$ cat src/rtl/matrix_r_unloader_pkg.sv
// Shared definitions for the matrix R drain logic.
//   - Default geometry (element width, lanes per word, address width)
//   - FSM state encoding
//   - Header word addresses (a, c, R_start)
//   - lane_lsb(): bit offset of lane k inside a packed memory word
package matrix_r_unloader_pkg;

  localparam int REG_WIDTH_DEF           = 12;
  localparam int CORE_COUNT_DEF          = 4;
  localparam int DATA_MEM_ADDR_WIDTH_DEF = 12;

  localparam int A_ADDR       = 0;
  localparam int C_ADDR       = 2;
  localparam int R_START_ADDR = 5;

  typedef enum logic [2:0] {
    ST_IDLE,
    ST_HDR,
    ST_FETCH,
    ST_WAIT,
    ST_SEND,
    ST_FIN
  } state_e;

  // Lane 0 (row 0 of a block) sits in the most significant lane.
  function automatic int lane_lsb(input int k, input int reg_width, input int core_count);
    return (core_count - 1 - k) * reg_width;
  endfunction

endpackage

$ cat src/rtl/matrix_r_unloader_lane_extract.sv
// lane_extract: combinational CORE_COUNT:1 lane mux.
// Ports:
//   word_i  - packed memory word, CORE_COUNT lanes of REG_WIDTH bits
//   lane_i  - lane index k (0 = most significant lane)
//   elem_o  - selected lane
module lane_extract
  import matrix_r_unloader_pkg::*;
#(
  parameter int REG_WIDTH  = REG_WIDTH_DEF,
  parameter int CORE_COUNT = CORE_COUNT_DEF,
  parameter int KW         = (CORE_COUNT > 1) ? $clog2(CORE_COUNT) : 1
) (
  input  logic [REG_WIDTH*CORE_COUNT-1:0] word_i,
  input  logic [KW-1:0]                   lane_i,
  output logic [REG_WIDTH-1:0]            elem_o
);

  always_comb begin
    elem_o = '0;
    for (int k = 0; k < CORE_COUNT; k++) begin
      if (lane_i == KW'(k)) begin
        elem_o = word_i[lane_lsb(k, REG_WIDTH, CORE_COUNT) +: REG_WIDTH];
      end
    end
  end

endmodule

$ cat src/rtl/matrix_r_unloader.sv
// matrix_r_unloader: after start, reads the a/c/R_start header words, then
// walks the lane-packed result matrix R and streams it row-major, one
// element per valid/ready transfer.
// Ports:
//   clk, rstN            - clock, asynchronous active-low reset
//   start                - begin a drain (only honoured when idle)
//   memAddr / memDataIn  - data memory read port (2-edge read latency)
//   outData/outValid/outReady/outLast - element stream
//   busy                 - block owns the memory read port
//   done                 - one-cycle completion pulse
module matrix_r_unloader
  import matrix_r_unloader_pkg::*;
#(
  parameter int REG_WIDTH           = REG_WIDTH_DEF,
  parameter int CORE_COUNT          = CORE_COUNT_DEF,
  parameter int DATA_MEM_ADDR_WIDTH = DATA_MEM_ADDR_WIDTH_DEF
) (
  input  logic                            clk,
  input  logic                            rstN,
  input  logic                            start,
  output logic [DATA_MEM_ADDR_WIDTH-1:0]  memAddr,
  input  logic [REG_WIDTH*CORE_COUNT-1:0] memDataIn,
  output logic [REG_WIDTH-1:0]            outData,
  output logic                            outValid,
  input  logic                            outReady,
  output logic                            outLast,
  output logic                            busy,
  output logic                            done
);

  localparam int KW = (CORE_COUNT > 1) ? $clog2(CORE_COUNT) : 1;
  localparam int AW = DATA_MEM_ADDR_WIDTH;

  state_e                state_q, state_d;
  logic [1:0]            hdrCnt_q, hdrCnt_d;
  logic                  wait_q, wait_d;
  logic [REG_WIDTH-1:0]  a_q, a_d, c_q, c_d;
  logic [REG_WIDTH-1:0]  rowBase_q, rowBase_d, row_q, row_d, z_q, z_d;
  logic [KW-1:0]         lane_q, lane_d;
  logic [AW-1:0]         memAddr_q, memAddr_d;
  logic [REG_WIDTH-1:0]  outData_q, outData_d;
  logic                  outValid_q, outValid_d, outLast_q, outLast_d;
  logic                  busy_q, busy_d, done_q, done_d;

  logic [REG_WIDTH-1:0]  hdrWord, laneElem;
  logic [REG_WIDTH-1:0]  zN, rowN, rowBaseN;
  logic [KW-1:0]         laneN;
  logic                  lastCol, isLast;

  assign hdrWord = memDataIn[REG_WIDTH-1:0];

  lane_extract #(
    .REG_WIDTH  (REG_WIDTH),
    .CORE_COUNT (CORE_COUNT),
    .KW         (KW)
  ) u_lane_extract (
    .word_i (memDataIn),
    .lane_i (lane_q),
    .elem_o (laneElem)
  );

  // Position of the element after the current one: next column, else next
  // row; leaving the bottom lane of a block moves rowBase on by one block (c).
  always_comb begin
    lastCol  = (z_q == c_q - 1'b1);
    isLast   = lastCol && (row_q == a_q - 1'b1);
    zN       = z_q + 1'b1;
    rowN     = row_q;
    laneN    = lane_q;
    rowBaseN = rowBase_q;
    if (lastCol) begin
      zN   = '0;
      rowN = row_q + 1'b1;
      if (lane_q == KW'(CORE_COUNT - 1)) begin
        laneN    = '0;
        rowBaseN = rowBase_q + c_q;
      end else begin
        laneN = lane_q + 1'b1;
      end
    end
  end

  always_comb begin
    state_d    = state_q;
    hdrCnt_d   = hdrCnt_q;
    wait_d     = wait_q;
    a_d        = a_q;
    c_d        = c_q;
    rowBase_d  = rowBase_q;
    row_d      = row_q;
    z_d        = z_q;
    lane_d     = lane_q;
    memAddr_d  = memAddr_q;
    outData_d  = outData_q;
    outValid_d = outValid_q;
    outLast_d  = outLast_q;
    busy_d     = busy_q;
    done_d     = done_q;
    case (state_q)
      ST_IDLE: begin
        if (start) begin
          state_d   = ST_HDR;
          hdrCnt_d  = '0;
          memAddr_d = AW'(A_ADDR);
          busy_d    = 1'b1;
        end
      end
      // Header reads are pipelined: each address is issued one edge after
      // the previous, and its data arrives two edges later.
      ST_HDR: begin
        hdrCnt_d = hdrCnt_q + 1'b1;
        case (hdrCnt_q)
          2'd0: memAddr_d = AW'(C_ADDR);
          2'd1: begin
            memAddr_d = AW'(R_START_ADDR);
            a_d       = hdrWord;
          end
          2'd2: c_d = hdrWord;
          default: begin
            rowBase_d = hdrWord;
            row_d     = '0;
            z_d       = '0;
            lane_d    = '0;
            if (a_q == '0 || c_q == '0) begin
              // Empty matrix: busy stays up through FIN and drops with done.
              state_d = ST_FIN;
              done_d  = 1'b1;
            end else begin
              state_d = ST_FETCH;
            end
          end
        endcase
      end
      ST_FETCH: begin
        memAddr_d = AW'(rowBase_q + z_q);
        wait_d    = 1'b0;
        state_d   = ST_WAIT;
      end
      // Two edges after the address is issued the element word is present.
      ST_WAIT: begin
        if (!wait_q) begin
          wait_d = 1'b1;
        end else begin
          outData_d  = laneElem;
          outValid_d = 1'b1;
          outLast_d  = isLast;
          state_d    = ST_SEND;
        end
      end
      // The next address is issued on the transfer edge itself, so the
      // next element needs only the two latency edges of WAIT.
      ST_SEND: begin
        if (outReady) begin
          outValid_d = 1'b0;
          outLast_d  = 1'b0;
          if (isLast) begin
            done_d  = 1'b1;
            busy_d  = 1'b0;
            state_d = ST_FIN;
          end else begin
            z_d       = zN;
            row_d     = rowN;
            lane_d    = laneN;
            rowBase_d = rowBaseN;
            memAddr_d = AW'(rowBaseN + zN);
            wait_d    = 1'b0;
            state_d   = ST_WAIT;
          end
        end
      end
      ST_FIN: begin
        done_d  = 1'b0;
        busy_d  = 1'b0;
        state_d = ST_IDLE;
      end
      default: state_d = ST_IDLE;
    endcase
  end

  always_ff @(posedge clk or negedge rstN) begin
    if (!rstN) begin
      state_q    <= ST_IDLE;
      hdrCnt_q   <= '0;
      wait_q     <= 1'b0;
      a_q        <= '0;
      c_q        <= '0;
      rowBase_q  <= '0;
      row_q      <= '0;
      z_q        <= '0;
      lane_q     <= '0;
      memAddr_q  <= '0;
      outData_q  <= '0;
      outValid_q <= 1'b0;
      outLast_q  <= 1'b0;
      busy_q     <= 1'b0;
      done_q     <= 1'b0;
    end else begin
      state_q    <= state_d;
      hdrCnt_q   <= hdrCnt_d;
      wait_q     <= wait_d;
      a_q        <= a_d;
      c_q        <= c_d;
      rowBase_q  <= rowBase_d;
      row_q      <= row_d;
      z_q        <= z_d;
      lane_q     <= lane_d;
      memAddr_q  <= memAddr_d;
      outData_q  <= outData_d;
      outValid_q <= outValid_d;
      outLast_q  <= outLast_d;
      busy_q     <= busy_d;
      done_q     <= done_d;
    end
  end

  assign memAddr  = memAddr_q;
  assign outData  = outData_q;
  assign outValid = outValid_q;
  assign outLast  = outLast_q;
  assign busy     = busy_q;
  assign done     = done_q;

endmodule

$ cat config.mk
export PLATFORM = sky130hd
export DESIGN_NAME = matrix_r_unloader
export DESIGN_NICKNAME = d
export VERILOG_FILES = /design/src/rtl/matrix_r_unloader_pkg.sv /design/src/rtl/matrix_r_unloader_lane_extract.sv /design/src/rtl/matrix_r_unloader.sv
export SDC_FILE = /design/constraint.sdc
export NUM_CORES = 1
export LEC_CHECK = 0
export ABC_AREA = 1
export CAP_MARGIN = 10
export CORE_MARGIN = 8
export CORE_UTILIZATION = 58
export CTS_CLUSTER_DIAMETER = 50
export DETAILED_ROUTE_END_ITERATION = 12
export PLACE_DENSITY = 0.77
export SYNTH_ARGS = -nofsm -noshare
export SYNTH_HDL_FRONTEND = slang
export SYNTH_SLANG_ARGS = --single-unit
$ cat constraint.sdc
create_clock -name clk -period 4.25 [get_ports clk]
set_input_delay 0.85 -clock clk [delete_from_list [all_inputs] [get_ports clk]]
set_output_delay 0.85 -clock clk [all_outputs]
set_load 0.005 [all_outputs]
After elaboration in Yosys (flattened, before gate mapping)
Index checks and enable logic that the tools add are counted.
- register bits: 96
- bits of input ports: 52
- output and inout port bits: 28
- logic and storage cells: 128
- $add $sub $neg: 9
- equality and inequality tests: 21
- muxes and demuxes: 56
- reductions and logical operators: 27
- operators with widths (operator ; count):
    12-bit 2-to-1 mux ; 19
    12-bit case mux with 2 select lines ; 4
    12-bit case mux with 4 select lines ; 1
    12-bit adder ; 3
    12-bit by 1-bit adder with 12-bit output (second input constant) ; 2
    12-bit equality test ; 2
    12-bit logical NOT ; 2
    12-bit by 1-bit subtractor with 12-bit output (second input constant) ; 2
    3-bit 2-to-1 mux ; 6
    2-bit != test (second input constant) ; 8
    3-bit case mux with 5 select lines ; 1
    5-bit AND reduction ; 3
    1-bit 2-to-1 mux ; 12
    2-bit 2-to-1 mux ; 6
    4-bit AND reduction ; 3
    1-bit case mux with 3 select lines ; 3
    3-bit nonzero test ; 3
    2-bit case mux with 2 select lines ; 2
    2-bit AND reduction ; 4
    2-bit equality test (second input constant) ; 3
    3-bit by 2-bit equality test with 1-bit output (second input constant) ; 2
    3-bit equality test (second input constant) ; 2
    3-bit AND reduction ; 2
    2-bit nonzero test ; 3
    11 further kinds ; 15

Logic depth before layout (Yosys ltp)
Gate-level depths: netlist (run 1).
- depth after elaboration: 7
- mapped depth: 31
- depth with buffers taken out: 30

Modules after synthesis
Synthesis (run 1) repeated with hierarchy kept, for this count alone.
- cell total of the unflattened synthesis: 1114
- area, all modules: 7554.7 sq um
- modules (own cells, without submodules) (module ; instances ; cells each ; area each (sq um)):
    matrix_r_unloader ; 1 ; 1042 ; 7149.4
    lane_extract ; 1 ; 72 ; 405.4

Worst setup path after synthesis (run 1)
No wires, ideal clock.
- path type: register to register
- start: register c_q[0]
- end: register memAddr_q[10] (netlist: memAddr[10])
- setup time: 0.116 ns
- data arrival time: 3.397 ns
- data required time: 4.134 ns
- setup slack: 0.737 ns
- stages on the path, launching flop included: 32
- buffers on the path: 1
- period minus slack after synthesis: 3.513 ns
- cell sequence: dfrtp_1 > inv_1 > ha_1 > buf_2 > inv_1 > nand2_1 > nand3_1 > nand2_1 > nor2_1 > nand2_1 > nor2_1 > nand2_1 > nor2_4 > nand3_2 > inv_1 > nand2_1 > nand2_1 > ha_1 > inv_1 > fa_1 > inv_1 > a21oi_1 > nor2_1 > nor2_1 > o21bai_1 > a21oi_1 > o21bai_1 > a21oi_1 > o21ai_0 > nand2_1 > nand2_1 > nand2_1
- cells in the longest elaborated chain, start to end: 7
- elaborated cells between the ends (all ways): 13
- those cells by class: add/sub: 3; eq/ne: 2; mux: 6; reduce/logical: 2
- ends and longest elaborated chain (what ; RTL line ; source):
    from (decl) ; matrix_r_unloader.sv:37 ; logic [REG_WIDTH-1:0] a_q, a_d, c_q, c_d;
    from (signal assigned) ; matrix_r_unloader.sv:186 ; c_q <= '0;
    from (signal assigned) ; matrix_r_unloader.sv:202 ; c_q <= c_d;
    12-bit by 1-bit subtractor with 12-bit output / 12-bit adder (equally long branches) ; matrix_r_unloader.sv:65, matrix_r_unloader.sv:76 ;
    12-bit equality test / 12-bit 2-to-1 mux (equally long branches) ; matrix_r_unloader.sv:65, matrix_r_unloader.sv:74 ;
    12-bit 2-to-1 mux ; matrix_r_unloader.sv:71 ; if (lastCol) begin
    12-bit adder ; matrix_r_unloader.sv:165 ; memAddr_d = AW'(rowBaseN + zN);
    12-bit 2-to-1 mux ; matrix_r_unloader.sv:156 ; if (isLast) begin
    12-bit 2-to-1 mux ; matrix_r_unloader.sv:153 ; if (outReady) begin
    12-bit case mux with 4 select lines ; matrix_r_unloader.sv:99 ; case (state_q)
    to (signal assigned) ; matrix_r_unloader.sv:207 ; memAddr_q <= memAddr_d;
    to (decl) ; matrix_r_unloader.sv:40 ; logic [AW-1:0] memAddr_q, memAddr_d;
Several ways; a longest one is shown, not always the timed one. The select of a mux whose other input is x is not followed.
A chain may end at the register's enable or synchronous reset.

Final worst setup path (run 1)
- start: register c_q[2]
- end: register memAddr_q[10] (netlist: memAddr[10])
The elaborated chain is that of the path after synthesis.

==> results of run 1 <==
[tightest hold or removal path, cell delays in order, from the launching register on]
cell	delay, ns
sky130_fd_sc_hd__dfrtp_1	0.35
sky130_fd_sc_hd__nand2_1	0.05
sky130_fd_sc_hd__nand2_1	0.05
[metal layers]
metal | up-vias | track usage | wire [um]
met5 | - | 0 | 0
met4 | 0 | 0.1327 | 835
met3 | 57 | 0.04726 | 1551
met2 | 304 | 0.4380 | 10840
met1 | 3531 | 0.3221 | 9395
li1 | 3779 | - | -
[what timing repair did]
item	4_1_cts	5_1_grt
setup endpoints to repair	0	2
resized for setup	0	8
setup buffers	0	3
[layout by cell type, fill, tap and decap left out, types with 8 or more instances in the layout]
master                            synthesis  final
sky130_fd_sc_hd__a21oi_1                 39     39
sky130_fd_sc_hd__o21ai_1                 16     16
sky130_fd_sc_hd__xnor2_1                 11     11
sky130_fd_sc_hd__nand2_1                304    304
sky130_fd_sc_hd__clkdlybuf4s50_1          0     78
sky130_fd_sc_hd__o21ai_0                 96     96
sky130_fd_sc_hd__buf_4                    1      9
sky130_fd_sc_hd__o211ai_1                15     15
sky130_fd_sc_hd__nor3_1                  11     11
sky130_fd_sc_hd__xor2_1                  38     38
sky130_fd_sc_hd__dfrtp_1                 96     94
sky130_fd_sc_hd__nor2_2                   8      8
sky130_fd_sc_hd__or2_2                   15     15
sky130_fd_sc_hd__nand4_1                 10     10
sky130_fd_sc_hd__a221oi_1                12     12
sky130_fd_sc_hd__clkbuf_16                0      9
sky130_fd_sc_hd__nand3_1                 63     62
sky130_fd_sc_hd__o21ai_2                  9      9
sky130_fd_sc_hd__nor2_1                 111    110
sky130_fd_sc_hd__ha_1                    46     45
sky130_fd_sc_hd__inv_1                  122    119
[cell type report]
type / count / share of cell area
multi-input cells: 859 / 0.5263
flip-flops and latches: 96 / 0.2692
repair buffers: 87 / 0.09496
inverters: 128 / 0.05406
clock buffers: 12 / 0.02759
well taps: 176 / 0.02465
clock inverters: 4 / 0.003221
[final timing paths]
check / endpoint / slack, ns
worst min register to register: memAddr[9] / 0.48
worst max-delay path: memAddr[10] / 0.41
max in group asynchronous: lane_q[0] / 2.68
worst min-delay path: memAddr[9] / 0.48
worst max register to register: memAddr[10] / 0.41
min in group asynchronous: z_q[9] / 0.61
[kinds of logic (layout without fill, tap and decap cells)]
logic type | count (synthesis) | in the layout | share of synthesized area
AOI/OAI and AO/OA | 208 | 208 | 0.1591
buffers and inverters | 164 | 231 | 0.08491
and+or+nand+nor | 553 | 553 | 0.3078
DFF | 96 | 96 | 0.3105
xor gates and xnor gates | 49 | 49 | 0.05547
adders and majority gates | 49 | 49 | 0.08216
[synth_stat cells, types with 16 or more instances]
master	n	share of area
sky130_fd_sc_hd__nand2_1	304	0.15
sky130_fd_sc_hd__inv_1	122	0.059
sky130_fd_sc_hd__nor2_1	111	0.054
sky130_fd_sc_hd__dfrtp_1	96	0.31
sky130_fd_sc_hd__o21ai_0	96	0.062
sky130_fd_sc_hd__nand3_1	63	0.041
sky130_fd_sc_hd__ha_1	46	0.074
sky130_fd_sc_hd__a21oi_1	39	0.025
sky130_fd_sc_hd__xor2_1	38	0.043
sky130_fd_sc_hd__clkbuf_1	20	0.0097
sky130_fd_sc_hd__o21ai_1	16	0.010
[registers in the layout (all words and copies together), names as in the netlist]
| name | count |
|---|---|
| outData | 12 |
| done | 1 |
| z_q | 12 |
| memAddr | 12 |
| busy | 1 |
| row_q | 12 |
| rowBase_q | 12 |
| lane_q | 2 |
| hdrCnt_q | 2 |
| wait_q | 1 |
| c_q | 12 |
| outLast | 1 |
| a_q | 12 |
| state_q | 3 |
| outValid | 1 |
[power by group]
| part | leakage, nW | total [mW] | switching (mW) | internal, mW |
|---|---|---|---|---|
| sequential | 1.23 | 1.69 | 0.431 | 1.26 |
| clock | 0.129 | 0.788 | 0.373 | 0.415 |
| combinational | 2.93 | 3.45 | 2.14 | 1.31 |
==> summary.md, run 1 <==
| Metric | Value |
|---|---|
| Run status | complete, no violations |
| Cell mode on critical path | sky130_fd_sc_hd__nand2_1 |
| Tot GR Track Use | 0.2633 |
| Warnings from Yosys | 0 |
| # setup viols final | 0 |
| Logic depth of the worst path, buffers included | 27 |
| Number of global-route vias before repair | 7474 |
| Average footprint of a synthesized cell | 6.913 sq um |
| Power per cell area | 663.2 nW/um^2 |
| Number of vias per cell | ~5.6 |
| Fill cells | 1178 |
| Hold depth | 2 |
| Number of instances in the synthesized netlist | 1119 |
| Hold WS | 0.4820 ns |
| Detailed-route wire length | ~23 mm |
| Synthesis-to-finish area growth | 15.48% |
| Cell area after layout | 8934 sq um |
| Placed wire-length estimate | 17.32 mm |
| Non-filler cells, final | 1362 |
| Deepest level of the CTS H-tree | 3 |
| PnR worst setup slack | a little over 0.4 ns |
| Final worst path period share | 0.9029 |
| Hold Path Class | reg2reg |
| Synthesized net count | 1220 |
| Max-Slew Margin vs Limit | 0.2605 |
| Count of routing violations after the opening detailed-route iteration | 561 |
| Placement Cell Area | approximately 8600 sq um |
| Top cell family by delay on the critical path | simple AND/OR/NAND/NOR gates |
| Area of the multi-input gates | 4702 sq um |
| Floorplan Core Area | around 13000 sq um |
| Buffers plus inverters on the worst setup path | 2 |
| Combined area of all synthesized cells | 7736 sq um |
| Effective utilization at floorplan | 0.5889 |
| Achievable Freq | approximately 0.26 GHz |
| Total vias in the final route | roughly 7.7k |
| Reg area | 2405 sq um |
| Number of ports placed on the die boundary | 80 |
| Clock transition at the registers of the reported paths | 0.07 ns |
| Number of synthesized flops with an enable pin | 0 |
| Diode insertion count for antenna repair | 0 |
| Data arrival at the endpoint of the critical path | 4.09 ns |
| Finished Core Util | 0.6800 |
| Clock tree skew after final layout | between 0.01 and 0.015 ns |
| Horizontal die dimension | 131.5 um |
| Sort of element at the start of the critical path | flip-flop |
| CP peak stage delay | 0.48 ns |
| Post-synthesis async set-or-reset flop share | 1.000 |
| Number of nets in the layout | 1282 |
| Clock Tree Buf Depth | 2 |
| Drt first pass iters | 6 |
| Fraction of the yosys area taken by sequential cells | 0.3105 |
| Drt drc | 0 |
| Hold Crit Start | memAddr[9] |
| Highest-delay cell along the critical path | sky130_fd_sc_hd__dfrtp_2 |
| R2r worst-path depth | 27 |
| Maxcap violations | 0 |
| GR Overflow Total | 0 |
| Register bit count reported by yosys | 96 |
| Master cell of the clock root buffer | sky130_fd_sc_hd__clkbuf_16 |
| Clk Latency, worst-skew pair | roughly 0.36 ns |
| Category of the most critical setup path | reg2reg |
| Reg2Reg Launch Point | c_q[2] |
| Total count of hold-check failures in the final report | 0 |
| Sink count of the clock tree | 96 |
| First-pass GRT wire length | 37.34 mm |
| Count of buffers inserted at the top-level ports | 79 |
| Measured slew at the worst slew-check pin | 1.101 ns |
| Clock tree from TritonCTS | yes |
| Average routed wire per standard cell | 16.61 um |
| Maximum number of pins on one net before global-route repair | between 70 and 80 |
| Final weighted congestion of routability-driven global placement | 1.012 |
| Number of max-slew violations in the final report | 0 |
| Count of antenna-violating nets left after detailed routing | 0 |
| Dominant register cell in the synthesized netlist | sky130_fd_sc_hd__dfrtp_1 |
| Worst slack, placed | 0.3397 ns |
| Pleak | around 4.3 nW |
| Data required time of the worst path | 4.50 ns |
| Placement row count | 42 |
| Final critical-path required period | about 3.8 ns |
| Die Outline Area | 17290 sq um |
| CP endpoint kind | flip-flop |
| Number of antenna violations at the first check in global routing | 0 |
| Die height | 131.5 um |
| Number of cells in the design after placement | 1343 |
| Largest voltage drop on the vdd net | 0.3375 mV |
| Max Fanout on Critical Path | 13 |
| Beginning of the critical path | c_q[2] |
| Count of hold-fix buffers inserted at cts | 0 |
| Setup Total Neg Slack | 0 ns |
| CTS buffer count | 9 |
| Number of unique standard cell types used by synthesis | 54 |
| Share of final-layout standard cells stronger than drive strength 1 | 0.07504 |
| Post-layout power | approximately 5.9 mW |
(Power assumes the default switching activity.)
==> run 2: changes to the inputs <==
--- a/config.mk
+++ b/config.mk
@@ -7,7 +7,7 @@
 export LEC_CHECK = 0
 export ABC_AREA = 1
 export CAP_MARGIN = 10
-export CORE_MARGIN = 8
+export CORE_MARGIN = 1.5
 export CORE_UTILIZATION = 58
 export CTS_CLUSTER_DIAMETER = 50
 export DETAILED_ROUTE_END_ITERATION = 12
==> run 2 against run 1 <==
Compared with the run above:
- register-to-register slack got worse by 0.04 ns
- clock power rose by 11%
- first-iteration DRC count fell by 12%
- cell area rose by 0.87%
- worst setup slack got worse by 0.036 ns
- power rose by 1.7%
- highest routed layer unchanged
==> summary.md, run 2 (same netlist as run 1, synthesis figures left out) <==
| Metric | Value |
|---|---|
| Run status | complete, no violations |
| Placed wire-length estimate | 17.33 mm (about the same) |
| Power per cell area | 668.8 nW/um^2 (+0.84%) |
| Detailed-route wire length | 22.40 mm (-1.0%) |
| Number of vias per cell | 5.597 (-0.63%) |
| Final worst path period share | 0.9113 (+0.008413) |
| Clock tree skew after final layout | 0.009899 ns (-0.002199 ns) |
| Placement row count | 42 (unchanged) |
| Data arrival at the endpoint of the critical path | 4.12 ns (+0.03 ns) |
| Setup Total Neg Slack | 0 ns (unchanged) |
| Number of max-slew violations in the final report | 0 (unchanged) |
| Sort of element at the start of the critical path | flip-flop |
| Category of the most critical setup path | reg2reg |
| Hold Path Class | in2async |
| Diode insertion count for antenna repair | 0 (unchanged) |
| Drt first pass iters | 5 (-1) |
| First-pass GRT wire length | 36.24 mm (-3.0%) |
| Clock Tree Buf Depth | 2 (unchanged) |
| Total count of hold-check failures in the final report | 0 (unchanged) |
| Clk Latency, worst-skew pair | 0.36 ns (about the same) |
| Measured slew at the worst slew-check pin | 1.166 ns (+0.06512 ns) |
| Post-layout power | 6.027 mW (+1.7%) |
| Total vias in the final route | 7634 (-0.48%) |
| Count of hold-fix buffers inserted at cts | 0 (unchanged) |
| Max-Slew Margin vs Limit | 0.2198 (-0.04064) |
| Maximum number of pins on one net before global-route repair | 49 (-33%) |
| Largest voltage drop on the vdd net | 0.3794 mV (+12%) |
| Beginning of the critical path | c_q[4] |
| Setup slack, reg-to-reg | 0.38 ns (-0.04 ns) |
| Count of routing violations after the opening detailed-route iteration | 491 (-12%) |
| Deepest level of the CTS H-tree | 3 (unchanged) |
| Count of buffers inserted at the top-level ports | 79 (unchanged) |
| CTS buffer count | 9 (unchanged) |
| # setup viols final | 0 (unchanged) |
| Share of final-layout standard cells stronger than drive strength 1 | 0.07997 (+0.004924) |
| Number of antenna violations at the first check in global routing | 0 (unchanged) |
| Master cell of the clock root buffer | sky130_fd_sc_hd__clkbuf_16 |
| Most common cell after layout, fill and taps aside | sky130_fd_sc_hd__nand2_1 |
| Reg2Reg Launch Point | c_q[4] |
| Maxcap violations | 0 (unchanged) |
| Sink count of the clock tree | 96 (unchanged) |
| End of the worst register-to-register path | memAddr[10] |
| CP endpoint kind | flip-flop |
| Non-filler cells, final | 1364 (+0.15%) |
| Average routed wire per standard cell | 16.42 um (-1.2%) |
| Finished Core Util | 0.6859 (+0.005905) |
| Count of antenna-violating nets left after detailed routing | 0 (unchanged) |
| Die height | 118.5 um (-9.9%) |
| Number of ports placed on the die boundary | 80 (unchanged) |
| Max Fanout on Critical Path | 13 (unchanged) |
| Clock tree from TritonCTS | yes |
| Achievable Freq | 0.2582 GHz (-0.92%) |
| Final critical-path required period | 3.873 ns (+0.03576 ns) |
| Number of nets in the layout | 1284 (+0.16%) |
| Highest-count cells in the layout ignoring fill and taps | sky130_fd_sc_hd__nand2_1 (304), sky130_fd_sc_hd__inv_1 (119), sky130_fd_sc_hd__nor2_1 (110), sky130_fd_sc_hd__o21ai_0 (96), sky130_fd_sc_hd__dfrtp_1 (93) |
| Floorplan Core Area | 13140 sq um (unchanged) |
| Clock transition at the registers of the reported paths | 0.08 ns (about the same) |
| Die Outline Area | 14040 sq um (-19%) |
| GR Overflow Total | 0 (unchanged) |
| Final weighted congestion of routability-driven global placement | 0.9905 (-2.1%) |
| Number of global-route vias before repair | 7295 (-2.4%) |
| Number of cells in the design after placement | 1344 (+0.074%) |
| Drt drc | 0 (unchanged) |
| R2r worst-path depth | 27 (unchanged) |
| Tot GR Track Use | 0.3297 (+0.06637) |
| Data required time of the worst path | 4.50 ns (about the same) |
| Effective utilization at floorplan | 0.5889 (unchanged) |
| Pleak | 4.333 nW (+0.96%) |
| Synthesis-to-finish area growth | 16.48% |
| Horizontal die dimension | 118.5 um (-9.9%) |
run 2: cell types whose count changed in the layout (fill, tap and decap cells not counted), moves of 2 or more:
cell and change:
sky130_fd_sc_hd__buf_4 +2, sky130_fd_sc_hd__clkbuf_1 -2, sky130_fd_sc_hd__clkinv_4 +2, sky130_fd_sc_hd__clkinvlp_4 -2
run 2: how the worst max path moves through the flow:
stage,end,slack (ns),cells past startpoint
after global routing,memAddr[10],-0.01,28
after detailed placement,memAddr[10],0.29,28
after global placement,memAddr[10],0.35,29
final,memAddr[10],0.38,27
after floorplan,memAddr[10],0.74,31
after CTS,memAddr[10],0.27,28
run 2: layer usage:
layer  vias up  track usage  wire length, um
li1       3787            -                -
met5         -            0                0
met4         0       0.1611             1062
met1      3504       0.4088             9448
met3        73      0.06950             1516
met2       270       0.5472            10370
run 2: layout make-up:
type	instances	area [sq um]
timing repair buffer	89	863.3
tap	176	220.2
fill	1158	4126
multi-input combinational	859	4722
clock inverter	5	63.81
inverter	128	483.0
sequential	96	2406
clock buffer	11	252.7
run 2: per-stage QoR:
stage | hold slack, ns | cell area (sq um) | setup slack (ns)
2_1_floorplan | 0.4654 | 7736 | 0.7365
3_3_place_gp | 0.4571 | 8623 | 0.3524
3_5_place_dp | 0.4661 | 8623 | 0.2930
4_1_cts | 0.4827 | 8940 | 0.2654
5_1_grt | 0.5041 | 9011 | -0.009649
6_report | 0.4600 | 9011 | 0.3768
run 2: what timing repair did:
item | CTS | global route
setup endpoints to repair | 0 | 2
endpoints found under the hold margin | 0 | 0
resized for setup | 0 | 13
setup buffers | 0 | 4
run 2: power by group:
group / internal, mW / switching (mW) / total [mW]
clock: 0.494 / 0.383 / 0.877
sequential: 1.26 / 0.442 / 1.70
combinational: 1.32 / 2.13 / 3.45
run 2: worst max-delay path, cell delays in order (launching register included):
cell	delay (ns)
sky130_fd_sc_hd__dfrtp_1	0.51
sky130_fd_sc_hd__inv_1	0.13
sky130_fd_sc_hd__nand2_1	0.13
sky130_fd_sc_hd__nor2_4	0.16
sky130_fd_sc_hd__nand2_1	0.06
sky130_fd_sc_hd__nand2_1	0.08
sky130_fd_sc_hd__inv_1	0.05
sky130_fd_sc_hd__nor2_2	0.13
sky130_fd_sc_hd__nand2_1	0.11
sky130_fd_sc_hd__nor2_4	0.16
sky130_fd_sc_hd__nand3_2	0.11
sky130_fd_sc_hd__buf_4	0.21
sky130_fd_sc_hd__nand2_1	0.06
sky130_fd_sc_hd__o21ai_1	0.10
sky130_fd_sc_hd__ha_1	0.37
sky130_fd_sc_hd__nand2_1	0.08
sky130_fd_sc_hd__o21ai_0	0.18
sky130_fd_sc_hd__a21oi_1	0.08
sky130_fd_sc_hd__nor2_1	0.16
sky130_fd_sc_hd__nor2_1	0.06
sky130_fd_sc_hd__o21bai_1	0.21
sky130_fd_sc_hd__a21oi_1	0.11
sky130_fd_sc_hd__o21bai_1	0.18
sky130_fd_sc_hd__a21oi_1	0.08
sky130_fd_sc_hd__o21ai_0	0.08
sky130_fd_sc_hd__nand2_1	0.07
sky130_fd_sc_hd__nand2_1	0.06
sky130_fd_sc_hd__nand2_1	0.04
